File: src/rtl/uart_pkg.sv
// uart_pkg: constants and types shared by the UART TX and RX paths.
//   - PRESCALE_8/16/32 : the only legal UCLK-cycles-per-bit encodings
//   - tx_state_t       : transmitter FSM states
//   - PAR_EVEN/PAR_ODD : parity type selector values
//   - prescale_legal() : 1 when a prescale value is one of the legal encodings
package uart_pkg;

    localparam logic [5:0] PRESCALE_8  = 6'b00_1000;
    localparam logic [5:0] PRESCALE_16 = 6'b01_0000;
    localparam logic [5:0] PRESCALE_32 = 6'b10_0000;

    localparam logic PAR_EVEN = 1'b0;
    localparam logic PAR_ODD  = 1'b1;

    typedef enum logic [2:0] {
        IDLE   = 3'd0,
        START  = 3'd1,
        DATA   = 3'd2,
        PARITY = 3'd3,
        STOP   = 3'd4
    } tx_state_t;

    function automatic logic prescale_legal(input logic [5:0] p);
        return (p == PRESCALE_8) || (p == PRESCALE_16) || (p == PRESCALE_32);
    endfunction

endpackage

File: src/rtl/uart_tx_bit_timer.sv
// uart_tx_bit_timer: per-bit cycle counter for the UART transmitter.
// Ports:
//   UCLK     in  UART clock
//   reset    in  asynchronous active-high reset
//   en       in  count enable (frame in progress)
//   clr      in  synchronous clear, wins over en
//   prescale in  latched cycles-per-bit (8, 16 or 32)
//   bit_done out 1 in the last cycle of each bit period
module uart_tx_bit_timer
    import uart_pkg::*;
(
    input  logic       UCLK,
    input  logic       reset,
    input  logic       en,
    input  logic       clr,
    input  logic [5:0] prescale,
    output logic       bit_done
);

    logic [4:0] count;
    logic [5:0] last_full;
    logic [4:0] last;

    // prescale-1 is at most 31, so the top bit of the 6-bit difference is
    // always zero for legal values and can be dropped.
    assign last_full = prescale - 6'd1;
    assign last      = last_full[4:0];
    assign bit_done  = en && (count == last);

    always_ff @(posedge UCLK or posedge reset) begin
        if (reset) begin
            count <= 5'd0;
        end else if (clr) begin
            count <= 5'd0;
        end else if (en) begin
            if (count == last) begin
                count <= 5'd0;
            end else begin
                count <= count + 5'd1;
            end
        end
    end

endmodule

File: src/rtl/uart_tx_core.sv
// uart_tx_core: UART transmitter, 8N1 or 8P1 framing, LSB first.
// Ports:
//   UCLK     in  UART clock shared with the RX path
//   reset    in  asynchronous active-high reset
//   prescale in  UCLK cycles per bit (8, 16 or 32; anything else blocks TX)
//   par_en   in  1 = append a parity bit after the data bits
//   par_typ  in  0 = even parity, 1 = odd parity
//   tx_valid in  upstream offers tx_data
//   tx_data  in  byte to send
//   tx_ready out block accepts a byte this cycle (combinational)
//   tx_out   out serial line, idle high, registered
//   busy     out a frame is in progress
module uart_tx_core
    import uart_pkg::*;
#(
    parameter int DATA_WIDTH = 8
) (
    input  logic                  UCLK,
    input  logic                  reset,
    input  logic [5:0]            prescale,
    input  logic                  par_en,
    input  logic                  par_typ,
    input  logic                  tx_valid,
    input  logic [DATA_WIDTH-1:0] tx_data,
    output logic                  tx_ready,
    output logic                  tx_out,
    output logic                  busy
);

    localparam int IW = $clog2(DATA_WIDTH);
    localparam logic [IW-1:0] IDX_LAST = IW'(DATA_WIDTH - 1);
    localparam logic [IW-1:0] IDX_ONE  = IW'(1);

    tx_state_t             state;
    logic [IW-1:0]         bit_idx;
    logic [DATA_WIDTH-1:0] data_q;
    logic                  par_en_q;
    logic                  par_typ_q;
    logic [5:0]            prescale_q;
    logic                  accept;
    logic                  bit_done;

    function automatic logic parity_bit(input logic [DATA_WIDTH-1:0] d,
                                        input logic typ);
        return (typ == PAR_ODD) ? ~^d : ^d;
    endfunction

    assign tx_ready = (state == IDLE) && !reset && prescale_legal(prescale);
    assign accept   = tx_valid && tx_ready;

    // The timer is held at zero while idle so the start bit gets a full period.
    uart_tx_bit_timer u_bit_timer (
        .UCLK     (UCLK),
        .reset    (reset),
        .en       (state != IDLE),
        .clr      (state == IDLE),
        .prescale (prescale_q),
        .bit_done (bit_done)
    );

    // Frame parameters are captured once per acceptance; later input changes
    // only affect the next frame.
    always_ff @(posedge UCLK) begin
        if (accept) begin
            data_q     <= tx_data;
            par_en_q   <= par_en;
            par_typ_q  <= par_typ;
            prescale_q <= prescale;
        end
    end

    always_ff @(posedge UCLK or posedge reset) begin
        if (reset) begin
            state   <= IDLE;
            tx_out  <= 1'b1;
            busy    <= 1'b0;
            bit_idx <= '0;
        end else begin
            case (state)
                IDLE: begin
                    if (accept) begin
                        state   <= START;
                        tx_out  <= 1'b0;
                        busy    <= 1'b1;
                        bit_idx <= '0;
                    end
                end
                START: begin
                    if (bit_done) begin
                        state   <= DATA;
                        tx_out  <= data_q[0];
                        bit_idx <= '0;
                    end
                end
                DATA: begin
                    if (bit_done) begin
                        if (bit_idx == IDX_LAST) begin
                            if (par_en_q) begin
                                state  <= PARITY;
                                tx_out <= parity_bit(data_q, par_typ_q);
                            end else begin
                                state  <= STOP;
                                tx_out <= 1'b1;
                            end
                        end else begin
                            bit_idx <= bit_idx + IDX_ONE;
                            tx_out  <= data_q[bit_idx + IDX_ONE];
                        end
                    end
                end
                PARITY: begin
                    if (bit_done) begin
                        state  <= STOP;
                        tx_out <= 1'b1;
                    end
                end
                STOP: begin
                    if (bit_done) begin
                        state  <= IDLE;
                        tx_out <= 1'b1;
                        busy   <= 1'b0;
                    end
                end
                default: begin
                    state  <= IDLE;
                    tx_out <= 1'b1;
                    busy   <= 1'b0;
                end
            endcase
        end
    end

endmodule

File: config.mk
export PLATFORM = sky130hd
export DESIGN_NAME = uart_tx_core
export DESIGN_NICKNAME = d
export VERILOG_FILES = /design/src/rtl/uart_pkg.sv /design/src/rtl/uart_tx_bit_timer.sv /design/src/rtl/uart_tx_core.sv
export SDC_FILE = /design/constraint.sdc
export NUM_CORES = 1
export LEC_CHECK = 0
export ABC_AREA = 1
export CORE_AREA = 2 2 58 60
export DETAILED_ROUTE_END_ITERATION = 16
export DIE_AREA = 0 0 60 62
export PLACE_DENSITY = 0.8
export SLEW_MARGIN = 10
export SYNTH_ARGS = -nofsm -noshare
export SYNTH_HDL_FRONTEND = slang
export SYNTH_SLANG_ARGS = --single-unit
File: constraint.sdc
create_clock -name UCLK -period 2.45 [get_ports UCLK]
set_input_delay 0.245 -clock UCLK [delete_from_list [all_inputs] [get_ports UCLK]]
set_output_delay 0.245 -clock UCLK [all_outputs]
set_load 0.01 [all_outputs]
==> impl_metrics.json <==
{
  "setup_viol": 0,
  "fp.dieArea_um2": 3720,
  "post-cts-setup-buffer-count": 0,
  "fin_crit_sh": 0.904,
  "drt_first_iter_violations": 30,
  "cts_tree": "built",
  "fillers": 285,
  "ctsLongestPathBuffers": 2,
  "required_ns": 2.20,
  "tns_ns": 0,
  "final_cells": 266,
  "avgSynthCellArea_um2": 8.37,
  "vias": 1305,
  "synth_nets": 217,
  "dr.pass1.iters": 4,
  "die_w_um": 60,
  "syn_area_um2": 1620,
  "met3_wirelength_um": 83,
  "dpl.hpwl_mm": 2.25,
  "grt_pass1_vias": 1262,
  "powerDensity_nw_per_um2": 831,
  "power_leakage_nw": 0.878,
  "portBuffers": 21,
  "clkSlewWorstSetupHoldPaths_ns": 0.14,
  "r2r_slack_ns": 0.65,
  "yosysMostFrequentCell": "nand2_1",
  "grt_usage": 0.183,
  "initial_utilization": 0.511,
  "crit_type": "register to output port",
  "synthFlopType": "edfxtp_1",
  "ctsHtreeMaxLevel": 1,
  "yosysTopAreaCell": "edfxtp_1",
  "antennaDiodeCount": 0,
  "dr_wl_met2_mm": 1.54,
  "synth-edff-count": 15,
  "wl_per_cell_um": 10.5,
  "gp_congestion": 0.891,
  "synthArstFlopShare": 0.464,
  "fin_skew_ns": 0.00651,
  "critPathLaunchType": "register",
  "reg2regPathDepth": 13,
  "rsz0062_at_grt": "false",
  "route.detailed.drc": 0,
  "grt_pass1_wl_mm": 5.09,
  "yosysWarnings": 0,
  "grt_overflow_total": 0,
  "synth_top_area_share": 0.277,
  "fin_crit_ns": 2.22,
  "synth_top_cells_by_count": "47 x nand2_1, 27 x inv_1, 21 x nor2_1",
  "worstReg2RegStart": "prescale_q[0]",
  "syn2layout_area_growth_pct": 18.6,
  "vdd_ir_drop_max_uv": 345,
  "ant_nets": 0,
  "top_layer": "met4",
  "synth_cell_type_count": 26,
  "max_cap_viol_count": 0,
  "r2r-end": "state[1]",
  "core_area_um2": 3180,
  "wl_mm": 2.79,
  "drive_gt1_frac": 0.109,
  "worst_setup_path_end_kind": "output port",
  "wl_met1_mm": 1.10,
  "dp.cells": 262,
  "grt_max_degree": 17,
  "ys_ff_latch": 28,
  "seqCellArea_um2": 777,
  "clk_latency_ns": 0.32,
  "pin_count": 22,
  "min_path_type": "primary input to async pin",
  "cts-buffers-inserted": 3,
  "ctsHoldBuffers": 0,
  "multi_input_area_um2": 738,
  "die_h_um": 62,
  "via_per_inst": 4.91,
  "root_buffer": "clkbuf_4",
  "timing_hold_violations_final": 0,
  "ys_seq_area_frac": 0.478,
  "antenna_found_initial": 0,
  "slew_headroom": 0.661,
  "cp_max_fo": 6,
  "fmax_mhz": 451,
  "netlist_top_cells_area": "edfxtp_1 28%, dfrtp_1 18%, nand2_1 11%",
  "worst_pin_slew_ns": 0.508,
  "final_nets": 244,
  "cts.sinks": 28,
  "status": "completed",
  "cts_resized": 0,
  "slew_violations": 0,
  "netlist_instances": 194,
  "cp.arrival_ns": 1.97,
  "fp-row-count": 21
}
==> how the worst max path moves through the flow <==
stage / start / to / depth (start not counted)
final: state[1] / tx_ready / 6
after global routing: state[1] / tx_ready / 6
after CTS: state[1] / tx_ready / 6
after detailed placement: prescale[4] / tx_ready / 6
after global placement: prescale[4] / tx_ready / 6
after floorplan: state[1] / data_q[0] / 5
==> critical path, cell delays in order (launching register included) <==
cell             delay, ns
dfrtp_1               0.47
nor2_2                0.16
nand2_2               0.09
a21oi_2               0.13
o21ai_0               0.15
nor2_1                0.11
clkdlybuf4s50_1       0.54
==> metal layers <==
metal | vias to the layer above | GRT usage
li1 | 679 | -
met1 | 592 | 0.200
met2 | 25 | 0.345
met3 | 9 | 0.0290
met4 | 0 | 0.0889
met5 | - | 0
==> flip-flops by register name, summed over array words and instances, names as in the netlist <==
name / flops
data_q: 8
prescale_q: 5
u_bit_timer.count: 5
bit_idx: 3
state: 3
busy: 1
par_en_q: 1
par_typ_q: 1
tx_out: 1
==> area by class of cell <==
cell class / count / share of cell area
well taps: 46 / 0.0299
repair buffers: 22 / 0.113
clock inverters: 1 / 0.00195
multi-input cells: 137 / 0.383
clock buffers: 3 / 0.0117
inverters: 29 / 0.0565
flip-flops and latches: 28 / 0.404
==> stage by stage <==
stage | cell area [um2] | hold WS [ns] | power, mW | util | worst slack (ns)
after floorplan | 1620 | 0.121 | 1.25 | - | 0.483
after global placement | 1900 | 0.473 | 1.40 | 0.597 | 0.467
after detailed placement | 1900 | 0.472 | 1.42 | 0.597 | 0.431
after CTS | 1930 | 0.266 | 1.62 | 0.606 | 0.206
after global routing | 1930 | 0.315 | 1.76 | 0.606 | 0.0718
final | 1930 | 0.264 | 1.60 | 0.606 | 0.235
==> kinds of logic after synthesis <==
family	after synthesis	synth area share
compound gates	25	0.102
xor+xnor	9	0.0485
fa+ha+maj	4	0.0308
buf+inv	29	0.0670
flops	28	0.478
simple gates	99	0.274
==> power breakdown <==
group / total [mW] / switching [mW] / internal (mW)
logic: 0.743 / 0.436 / 0.307
clock network: 0.186 / 0.127 / 0.0598
registers: 0.671 / 0.0906 / 0.580
==> placed cells by master, fill, tap and decap left out, types with 4 or more instances in the layout <==
cell type,n
nand2_1,47
inv_1,27
nor2_1,21
clkdlybuf4s50_1,21
nand3_1,16
edfxtp_1,15
dfrtp_1,12
o21ai_0,8
xor2_1,5
nor2_2,4
xnor2_1,4
o21ai_2,4
o21ai_1,4
a21oi_1,4
nor3_1,4
ha_1,4
Power figures use the tool's default switching activity.
